===== config.mk =====
export PLATFORM = sky130hd
export DESIGN_NAME = f_stage
export DESIGN_NICKNAME = d
export VERILOG_FILES = /design/src/rtl/f_stage.sv
export SDC_FILE = /design/constraint.sdc
export NUM_CORES = 1
export LEC_CHECK = 0
export CAP_MARGIN = 0
export CORE_MARGIN = 2
export CORE_UTILIZATION = 36
export DETAILED_ROUTE_END_ITERATION = 8
export GPL_TIMING_DRIVEN = 0
export HOLD_SLACK_MARGIN = 0.06
export PLACE_DENSITY = 0.82
export SLEW_MARGIN = 40
export SYNTH_ARGS = -nofsm -noshare
export SYNTH_HDL_FRONTEND = slang
export SYNTH_SLANG_ARGS = --single-unit

===== constraint.sdc =====
create_clock -name clk -period 3 [get_ports clk]
set_input_delay 0.45 -clock clk [delete_from_list [all_inputs] [get_ports clk]]
set_output_delay 0.45 -clock clk [all_outputs]
set_load 0.02 [all_outputs]

===== src/rtl/f_stage.sv =====
// f_stage: MIPS fetch stage owning the PC, next-PC select, AdEL detection
// and the discard of the instruction fetched behind an eret.
module f_stage #(
   parameter logic [31:0] RESET_PC   = 32'h0000_3000,
   parameter logic [31:0] HANDLER_PC = 32'h0000_4180,
   parameter logic [31:0] TEXT_LO    = 32'h0000_3000,
   parameter logic [31:0] TEXT_HI    = 32'h0000_6FFC
) (
   input  logic        clk,
   input  logic        reset,
   input  logic        int_req,
   input  logic        stall,
   input  logic        eret_d,
   input  logic [31:0] epc,
   input  logic [1:0]  npc_sel,
   input  logic        is_jump_d,
   input  logic [31:0] pc_d,
   input  logic [15:0] imm16_d,
   input  logic [25:0] index_d,
   input  logic [31:0] rs_val_d,
   output logic [31:0] i_addr,
   input  logic [31:0] i_rdata,
   output logic [31:0] instr_f,
   output logic [31:0] pc_f,
   output logic        bd_f,
   output logic [4:0]  exccode_f
);
   logic [31:0] fpc_q, fpc_d, br_tgt, j_tgt, redir;
   logic        adel, discard;
   always_comb begin
      br_tgt = pc_d + 32'd4 + {{14{imm16_d[15]}}, imm16_d, 2'b00};
      j_tgt  = {pc_d[31:28], index_d, 2'b00};
      redir  = npc_sel == 2'b01 ? br_tgt :
               npc_sel == 2'b10 ? j_tgt :
               npc_sel == 2'b11 ? rs_val_d : fpc_q + 32'd4;
      fpc_d  = reset ? RESET_PC : int_req ? HANDLER_PC : stall ? fpc_q : eret_d ? epc : redir;
   end
   always_ff @(posedge clk) fpc_q <= fpc_d;
   // eret has no delay slot, so whatever sits in F behind it is dropped
   assign discard   = eret_d & ~stall;
   assign adel      = (|fpc_q[1:0]) | (fpc_q < TEXT_LO) | (fpc_q > TEXT_HI);
   assign i_addr    = fpc_q;
   assign pc_f      = fpc_q;
   assign instr_f   = (discard | adel) ? 32'd0 : i_rdata;
   assign exccode_f = (!discard && adel) ? 5'd4 : 5'd0;
   assign bd_f      = is_jump_d & ~discard;
endmodule


==> reports/results.txt, run 1 <==
IO Pins = 280
# hold bufs at CTS = 0
I/O Buffers = 275
Vias = 6550
Primary FF master, synth = dfxtp_1
Static Leak = 0.003785 uW
Largest net degree at the start of global routing = 16
TritonCTS buffer count = 5
Critical-path maximum fanout = 4
GRT Total Usage = 0.2994
HPWL Detailed = 18110 um
TritonCTS clock tree = built
Worst VDD drop = 0.2059 mV
Final count of hold timing violations = 0
Fin area = 8677 sq um
Fillers = 1110
Least-Margin Pin Slew = 0.7584 ns
Fmax = 0.3354 GHz
Diode count = 0
Final Power = 2528 uW
Clk_skew = 0.007813 ns
Yosys top cell by area = ha_1
CTS clk-pin slew, worst paths = 0.06 ns
Top cells by count, synth = ha_1, nand2_1, a21oi_1, nor2_1, and3_1
Vias per inst = 5.791
Worst Setup End Kind = flop
DRC errors left = 0
MaxCap Viol Count = 0
CTS Sinks = 32
Synth top area share = 0.1475
Syn Inst Count = 649
First-pass GRT wire length = 33840 um
Area grow syn2layout = 76.42%
Part of the Yosys area used for sequential elements = 0.1302
Initial Utilization = 0.3699
Crit start category = input pin
Slew margin rel. = 0.4925
CTS H-Tree Depth = 2
YS warnings = 0
Die span in y = 120.9 um
WL per Instance = 20.80 um
Mean Syn Cell Area = 7.579 sq um
Iter 0 DRT Violations = 607
Clock insertion delay at the later pin of the skew report = 0.29 ns
Period utilization = 0.9938
Top post-synthesis cells by area = ha_1, dfxtp_1, buf_4, and3_1, a21oi_1
Async SR Flop Fraction = 0
Gpl congestion = 0.9816
Reg-to-reg startpoint = i_addr[13]
Final WL = 23520 um
PwrDens = 291.4 nW/um^2
Hold Crit Start = i_addr[11]
Area post-placement = 7919 sq um
Final nets = 1191
Grt total ovfl = 0
WP data required = 3.18 ns
Share of layout cells above drive strength 1 = 0.1738
Final core utilization = 0.6526
Vias in the first global route = 6241
WS Path Type = input pin to flop
Number of flip-flops under the largest register name = 32
Row count = 42
Hold-critical path endpoint = i_addr[11]
Worst r2r path cells = 10
Most numerous cell in the Yosys netlist = ha_1
Post-synth EDFFs = 0
Die ar. = 14610 sq um
Post-synth cell types = 59
Worst R2R End = i_addr[27]
Antenna-violating nets left = 0
Worst Path Arrival = 3.16 ns
Setup TNS = 0 ns
Die width = 120.9 um
CTS max path bufs = 2
Post-synthesis cell area = 4918 sq um
Core ar. = 13300 sq um
Outcome = finished, final reports clean
Root Buffer = clkbuf_16
Final setup violating endpoints = 0
#FFs+latches synth = 32
Hold Path Stages = 2
Reg2Reg Setup Slack = 0.36 ns
Final Critical Period = 2.982 ns
HP Class = flop to flop
Pre-antenna DRT Iters = 6
Initial antenna violation count = 0
Max-slew violations = 0
layer usage:
layer / global-route usage / part of all wire / up-vias
li1: - / - / 2980
met1: 0.3326 / 0.35 / 3019
met2: 0.5369 / 0.50 / 458
met3: 0.06391 / 0.10 / 93
met4: 0.1475 / 0.055 / 0
met5: 0 / 0 / -
critical path, cell delays in order:
cell and delay [ns]:
clkdlybuf4s50_1 0.42, ha_1 0.30, ha_1 0.36, and2_1 0.22
nand2_1 0.09, a211oi_2 0.31, nor3_2 0.09, o21bai_1 0.16
xor2_1 0.09, mux4_2 0.46, o21a_1 0.20
metrics by stage:
step / hold slack (ns) / setup WS, ns / std cells
floorplan: 0.5191 / 0.009367 / 652
global placement: 0.5408 / -0.7782 / 1103
detailed placement: 0.5501 / -0.8473 / 1103
CTS: 0.5565 / 0.001510 / 1126
global route: 0.5841 / -0.04675 / 1131
finish: 0.5565 / 0.01847 / 1131
worst max-delay path by stage:
stage	endpoint	start	slack (ns)
6_report	i_addr[25]	pc_d[18]	0.02
5_1_grt	i_addr[30]	pc_d[21]	-0.05
4_1_cts	i_addr[25]	pc_d[10]	0.002
3_5_place_dp	i_addr[25]	imm16_d[15]	-0.85
3_3_place_gp	i_addr[25]	imm16_d[15]	-0.78
2_1_floorplan	i_addr[25]	pc_d[3]	0.009
where the power goes:
group | internal [uW] | switching [uW] | leakage, uW
Clock | 390 | 210 | 0.0000798
Sequential | 447 | 43.9 | 0.000262
Combinational | 741 | 695 | 0.00344
cells by family (layout without fill, tap and decap cells):
| logic type | count (synthesis) | in the layout | synth area share |
|---|---|---|---|
| fa+ha+maj | 59 | 59 | 0.1516 |
| mux | 25 | 25 | 0.07988 |
| compound gates | 174 | 174 | 0.2269 |
| other cells | 1 | 4 | 0.0007624 |
| buf+inv | 89 | 392 | 0.09590 |
| xor+xnor | 53 | 53 | 0.09438 |
| simple gates | 216 | 216 | 0.2203 |
| flops | 32 | 32 | 0.1302 |
timing repair:
| item | 4_1_cts | 5_1_grt |
|---|---|---|
| endpoints found under the setup margin | 51 | 33 |
| gates resized for setup | 113 | 52 |
| buffers inserted | 15 | 5 |
| pin swaps | 35 | 18 |
cell type report:
type	count	area, sq um	share of cell area
multi-input combinational	531	4313	0.4970
timing repair buffer	295	2844	0.3278
sequential	32	640.6	0.07383
buffer	70	420.4	0.04845
tap	176	220.2	0.02538
clock buffer	5	125.1	0.01442
inverter	19	71.32	0.008219
clock inverter	3	42.54	0.004903
cell usage in the layout (no fill, tap or decap), types with 11 or more instances in the layout:
master           count
a21oi_1             42
and3_1              40
inv_1               14
ha_1                27
clkdlybuf4s50_1    213
nand3_1             17
nor2_1              47
mux4_2              11
xor2_1              26
dlygate4sd2_1       41
xnor2_1             27
ha_4                27
nand2_1             54
dlymetal6s2s_1      13
o211ai_1            12
dfxtp_1             32
clkbuf_1            21
o21ai_0             29
buf_4               56
(Power assumes the default switching activity.)
==> run 2: changes to the inputs <==
--- a/config.mk
+++ b/config.mk
@@ -7,11 +7,11 @@
 export LEC_CHECK = 0
 export CAP_MARGIN = 0
 export CORE_MARGIN = 2
-export CORE_UTILIZATION = 36
+export CORE_UTILIZATION = 40
 export DETAILED_ROUTE_END_ITERATION = 8
 export GPL_TIMING_DRIVEN = 0
 export HOLD_SLACK_MARGIN = 0.06
-export PLACE_DENSITY = 0.82
+export PLACE_DENSITY = 0.89
 export SLEW_MARGIN = 40
 export SYNTH_ARGS = -nofsm -noshare
 export SYNTH_HDL_FRONTEND = slang
==> constraint.sdc (replaced) <==
create_clock -name clk -period 3.3 [get_ports clk]
set_input_delay 0.495 -clock clk [delete_from_list [all_inputs] [get_ports clk]]
set_output_delay 0.495 -clock clk [all_outputs]
set_load 0.02 [all_outputs]
==> reports/results.txt, run 2 (same netlist as run 1, synthesis figures left out) <==
Final nets = 1181 (was 1191)
IO Pins = 280 (unchanged)
Antenna-violating nets left = 0 (unchanged)
Core ar. = 12010 sq um (was 13300 sq um)
PwrDens = 266.9 nW/um^2 (was 291.4 nW/um^2)
Share of layout cells above drive strength 1 = 0.1259 (was 0.1738)
Diode count = 0 (unchanged)
Worst VDD drop = 0.1660 mV (was 0.2059 mV)
Final WL = 22750 um (was 23520 um)
Iter 0 DRT Violations = 615 (was 607)
CTS H-Tree Depth = 2 (unchanged)
Final setup violating endpoints = 0 (unchanged)
Initial Utilization = 0.4095 (was 0.3699)
Die span in y = 114.9 um (was 120.9 um)
Grt total ovfl = 0 (unchanged)
Clock insertion delay at the later pin of the skew report = 0.29 ns (about the same)
Most frequent cells in the layout = clkdlybuf4s50_1, nand2_1, nor2_1 (was clkdlybuf4s50_1, buf_4, nand2_1)
CTS Sinks = 32 (unchanged)
Row count = 40 (was 42)
Most common cell after layout, fill and taps aside = clkdlybuf4s50_1 (unchanged)
Outcome = finished, final reports clean (unchanged)
Worst Setup End Kind = flop (unchanged)
Vias per inst = 5.952 (was 5.791)
Worst Path Arrival = 3.42 ns (was 3.16 ns)
# hold bufs at CTS = 0 (unchanged)
Vias = 6500 (was 6550)
Slew margin rel. = 0.4775 (was 0.4925)
Area grow syn2layout = 70.87% (was 76.42%)
Die width = 114.9 um (was 120.9 um)
Initial antenna violation count = 0 (unchanged)
Die ar. = 13200 sq um (was 14610 sq um)
Period utilization = 0.9818
Fin area = 8404 sq um (was 8677 sq um)
Static Leak = 0.003528 uW (was 0.003785 uW)
WS Path Type = input pin to flop (unchanged)
First-pass GRT wire length = 32140 um (was 33840 um)
Post-Place Setup Slack = -0.6531 ns (was -0.8473 ns)
Number of flip-flops under the largest register name = 32 (unchanged)
Setup TNS = 0 ns (unchanged)
Clk_skew = 0.009152 ns (was 0.007813 ns)
DRC errors left = 0 (unchanged)
GRT Total Usage = 0.3136 (was 0.2994)
WP data required = 3.48 ns (was 3.18 ns)
Root Buffer = clkbuf_16 (unchanged)
Critical-path maximum fanout = 4 (unchanged)
Pre-antenna DRT Iters = 5 (was 6)
Gpl congestion = 0.9816 (unchanged)
Largest net degree at the start of global routing = 16 (unchanged)
TritonCTS buffer count = 5 (unchanged)
I/O Buffers = 275 (unchanged)
HPWL Detailed = 17720 um (was 18110 um)
PnR worst setup slack = 0.06012 ns (was 0.01847 ns)
Final Critical Period = 3.240 ns
TritonCTS clock tree = built (unchanged)
HP Class = flop to flop (unchanged)
Final Power = 2243 uW (was 2528 uW)
Vias in the first global route = 6070 (was 6241)
CTS max path bufs = 2 (unchanged)
Final count of hold timing violations = 0 (unchanged)
MaxCap Viol Count = 0 (unchanged)
Fmax = 0.3087 GHz
Area post-placement = 7866 sq um (was 7919 sq um)
Crit start category = input pin (unchanged)
Least-Margin Pin Slew = 0.7838 ns (was 0.7584 ns)
CTS clk-pin slew, worst paths = 0.06 ns (about the same)
Max-slew violations = 0 (unchanged)
WL per Instance = 20.83 um (was 20.80 um)
## run 2: cell count changes in the layout (fill, tap and decap cells not counted), sizes merged
cell / before / now
buf: 64 / 49
dlygate4sd2: 41 / 0
dlymetal6s2s: 13 / 9
clkdlybuf4s50: 213 / 265
clkbuf: 39 / 37
## run 2: per-stage QoR
step	hold WS [ns]	cells	util
finish	0.5777	1092	0.6997
global route	0.5980	1092	0.6997
CTS	0.5807	1087	0.6769
detailed placement	0.5743	1074	0.6549
global placement	0.5602	1074	0.6549
floorplan	0.5641	652	-
## run 2: worst max-delay path, cell delays in order
cell and delay [ns]:
clkdlybuf4s50_1 0.40, ha_1 0.23, ha_4 0.27, o211ai_1 0.35, a21oi_4 0.06, o211ai_1 0.28
a211oi_2 0.14, nor3_2 0.25, o21bai_1 0.12, xor2_1 0.17, mux4_2 0.46, o21a_1 0.19
## run 2: worst paths after layout
check                           startpoint          to  slack [ns]  cells past startpoint
worst max-delay path               pc_d[5]  i_addr[25]        0.06                     12
worst min-delay path             i_addr[8]   i_addr[8]        0.58                      2
worst max register to register   i_addr[2]  i_addr[20]        0.68                      7
worst min register to register   i_addr[8]   i_addr[8]        0.58                      2
## run 2: layout make-up
type	instances	area (sq um)
sequential	32	640.6
buffer	70	407.9
fill	933	3607
inverter	19	71.32
clock buffer	5	125.1
tap	147	183.9
clock inverter	3	42.54
multi-input combinational	531	4088
timing repair buffer	285	2845
## run 2: report_power, final
group | total (uW) | switching [uW] | internal, uW
Clock | 545 | 190 | 355
Sequential | 446 | 39.0 | 407
Combinational | 1250 | 605 | 648
## run 2: what timing repair did
item | 4_1_cts | 5_1_grt
endpoints found under the setup margin | 42 | 39
buffers inserted | 5 | 5
pin swaps | 10 | 24
gates resized for setup | 18 | 43
## run 2: layer usage
metal / GRT usage / part of all wire / routed length [um]
met5: 0 / 0 / 0
met4: 0.1735 / 0.055 / 1249
met3: 0.05324 / 0.098 / 2227
met2: 0.5537 / 0.49 / 11240
met1: 0.3590 / 0.35 / 8037
==> run 3: changes to the inputs <==
==> constraint.sdc (replaced) <==
create_clock -name clk -period 3.3 [get_ports clk]
set_input_delay 0.495 -clock clk [delete_from_list [all_inputs] [get_ports clk]]
set_output_delay 0.495 -clock clk [all_outputs]
set_load 0.1 [all_outputs]
==> reports/results.txt, run 3 (same netlist as run 1, synthesis figures left out) <==
Clk network pwr share = 0.228 (was 0.243)
WS Path Type = input pin to flop (unchanged)
Static Leak = 0.003577 uW (was 0.003528 uW)
Worst Setup EP = i_addr[25] (unchanged)
Initial antenna violation count = 0 (unchanged)
Vias per inst = 5.780 (was 5.952)
Final nets = 1175 (was 1181)
Diode count = 0 (unchanged)
Outcome = finished, final reports clean (unchanged)
DRC errors left = 0 (unchanged)
Largest net degree at the start of global routing = 16 (unchanged)
TritonCTS buffer count = 5 (unchanged)
Unrepaired setup endpoints after global routing = true
CTS H-Tree Depth = 2 (unchanged)
Period utilization = 0.9923 (was 0.9818)
Crit start category = input pin (unchanged)
Fin cells = 1086 (was 1092)
# hold bufs at CTS = 0 (unchanged)
Die span in y = 114.9 um (unchanged)
Comb power frac = 0.598 (was 0.559)
Worst VDD drop = 0.2452 mV (was 0.1660 mV)
GRT Total Usage = 0.3029 (was 0.3136)
Vias = 6277 (was 6500)
IO Pins = 280 (unchanged)
Initial Utilization = 0.4095 (unchanged)
Area grow syn2layout = 59.50% (was 70.87%)
Final core utilization = 0.6531 (was 0.6997)
Internal power = 1369 uW (was 1409 uW)
Final WL = 21340 um (was 22750 um)
Die ar. = 13200 sq um (unchanged)
HP Class = flop to flop (unchanged)
TritonCTS clock tree = built (unchanged)
Worst r2r path cells = 10 (was 7)
Pre-antenna DRT Iters = 5 (unchanged)
Row count = 40 (unchanged)
Root Buffer = clkbuf_16 (unchanged)
Share of layout cells above drive strength 1 = 0.2396 (was 0.1259)
Final count of hold timing violations = 0 (unchanged)
# placed instances = 1074 (unchanged)
Number of flip-flops under the largest register name = 32 (unchanged)
Final Critical Period = 3.274 ns (was 3.240 ns)
Worst Path Arrival = 3.45 ns (was 3.42 ns)
Most common cell after layout, fill and taps aside = clkdlybuf4s50_1 (unchanged)
Final setup violating endpoints = 0 (unchanged)
Worst R2R End = i_addr[27] (was i_addr[20])
Switching Share = 0.4652 (was 0.3718)
Reg-to-reg startpoint = i_addr[12] (was i_addr[2])
Max-slew violations = 0 (unchanged)
WL per Instance = 19.65 um (was 20.83 um)
Flop pwr share = 0.174 (was 0.199)
Clock insertion delay at the later pin of the skew report = 0.28 ns (was 0.29 ns)
Antenna-violating nets left = 0 (unchanged)
Most frequent cells in the layout = clkdlybuf4s50_1, buf_2, nand2_1 (was clkdlybuf4s50_1, nand2_1, nor2_1)
WP data required = 3.48 ns (about the same)
Clk_skew = 0.002132 ns (was 0.009152 ns)
HPWL Detailed = 17300 um (was 17720 um)
CTS max path bufs = 2 (unchanged)
Reg2Reg Setup Slack = 0.73 ns (was 0.68 ns)
Slew margin rel. = 0.4925 (was 0.4775)
Least-Margin Pin Slew = 0.7584 ns (was 0.7838 ns)
Vias in the first global route = 5829 (was 6070)
Net Sw Power = 1191 uW (was 834.0 uW)
PwrDens = 326.4 nW/um^2 (was 266.9 nW/um^2)
Grt total ovfl = 0 (unchanged)
Gpl congestion = 1.004 (was 0.9816)
Hold_ws = 0.5869 ns (was 0.5777 ns)
CTS Sinks = 32 (unchanged)
Fmax = 0.3054 GHz (was 0.3087 GHz)
Critical-path maximum fanout = 3 (was 4)
I/O Buffers = 275 (unchanged)
Die width = 114.9 um (unchanged)
First-pass GRT wire length = 31190 um (was 32140 um)
CTS clk-pin slew, worst paths = 0.06 ns (about the same)
MaxCap Viol Count = 0 (unchanged)
Core ar. = 12010 sq um (unchanged)
Crit path launch = pc_d[4] (was pc_d[5])
Iter 0 DRT Violations = 631 (was 615)
Worst Setup End Kind = flop (unchanged)
[run 3: cell count changes in the layout (fill, tap and decap cells not counted), sizes merged]
cell	change
buf	+63
clkinv	-1
dlymetal6s2s	-5
clkbuf	+31
clkinvlp	-1
clkdlybuf4s50	-93
[run 3: worst min-delay path by stage]
| stage | start | endpoint | cells past startpoint |
|---|---|---|---|
| floorplan | reset | i_addr[14] | 1 |
| global placement | i_addr[8] | i_addr[8] | 2 |
| detailed placement | i_addr[11] | i_addr[11] | 2 |
| CTS | i_addr[11] | i_addr[11] | 2 |
| global route | i_addr[8] | i_addr[8] | 2 |
| finish | i_addr[8] | i_addr[8] | 2 |
[run 3: area by class of cell]
cell class | instances | area (sq um)
buffer | 70 | 401.6
fill | 1039 | 4167
timing repair buffer | 279 | 2370
clock inverter | 1 | 30.03
tap | 147 | 183.9
inverter | 19 | 71.32
multi-input combinational | 531 | 3995
sequential | 32 | 640.6
clock buffer | 7 | 152.6
[run 3: through the flow]
step	area, sq um	total power, uW	setup TNS [ns]	setup slack [ns]
floorplan	4969	1458	0	0.09286
global placement	7905	1948	-24.21	-0.7352
detailed placement	7415	1903	-5.998	-0.7130
CTS	7679	2498	-0.07773	-0.07773
global route	7845	2662	-0.1205	-0.1016
finish	7845	2561	0	0.02555
[run 3: timing repair]
action | in CTS | in global routing
buffers inserted | 1 | 3
setup endpoints to repair | 40 | 40
pin swaps | 10 | 12
resized for setup | 15 | 49
endpoints found under the hold margin | 0 | 0
[run 3: critical path, cell delays in order]
cell and delay, ns:
clkdlybuf4s50_1 0.41, ha_1 0.30, inv_1 0.06, fa_2 0.40, nand2b_4 0.16, a21oi_4 0.14
o211ai_1 0.17, a211oi_2 0.32, nor3_2 0.09, o21bai_1 0.17, xor2_1 0.09, mux4_2 0.46
o21a_1 0.19
[run 3: power by group through the flow]
stage | registers [uW] | clock network (uW) | logic, uW
after floorplan | 583 | 0 | 875
after global placement | 452 | 0 | 1500
after detailed placement | 452 | 0 | 1450
after CTS | 444 | 573 | 1480
after global routing | 448 | 595 | 1620
final | 445 | 584 | 1530
[run 3: routing by layer]
metal,GRT usage,part of all wire,vias to the layer above
li1,-,-,2939
met1,0.3660,0.36,2881
met2,0.5416,0.50,375
met3,0.03795,0.093,82
met4,0.1261,0.047,0
met5,0,0,-
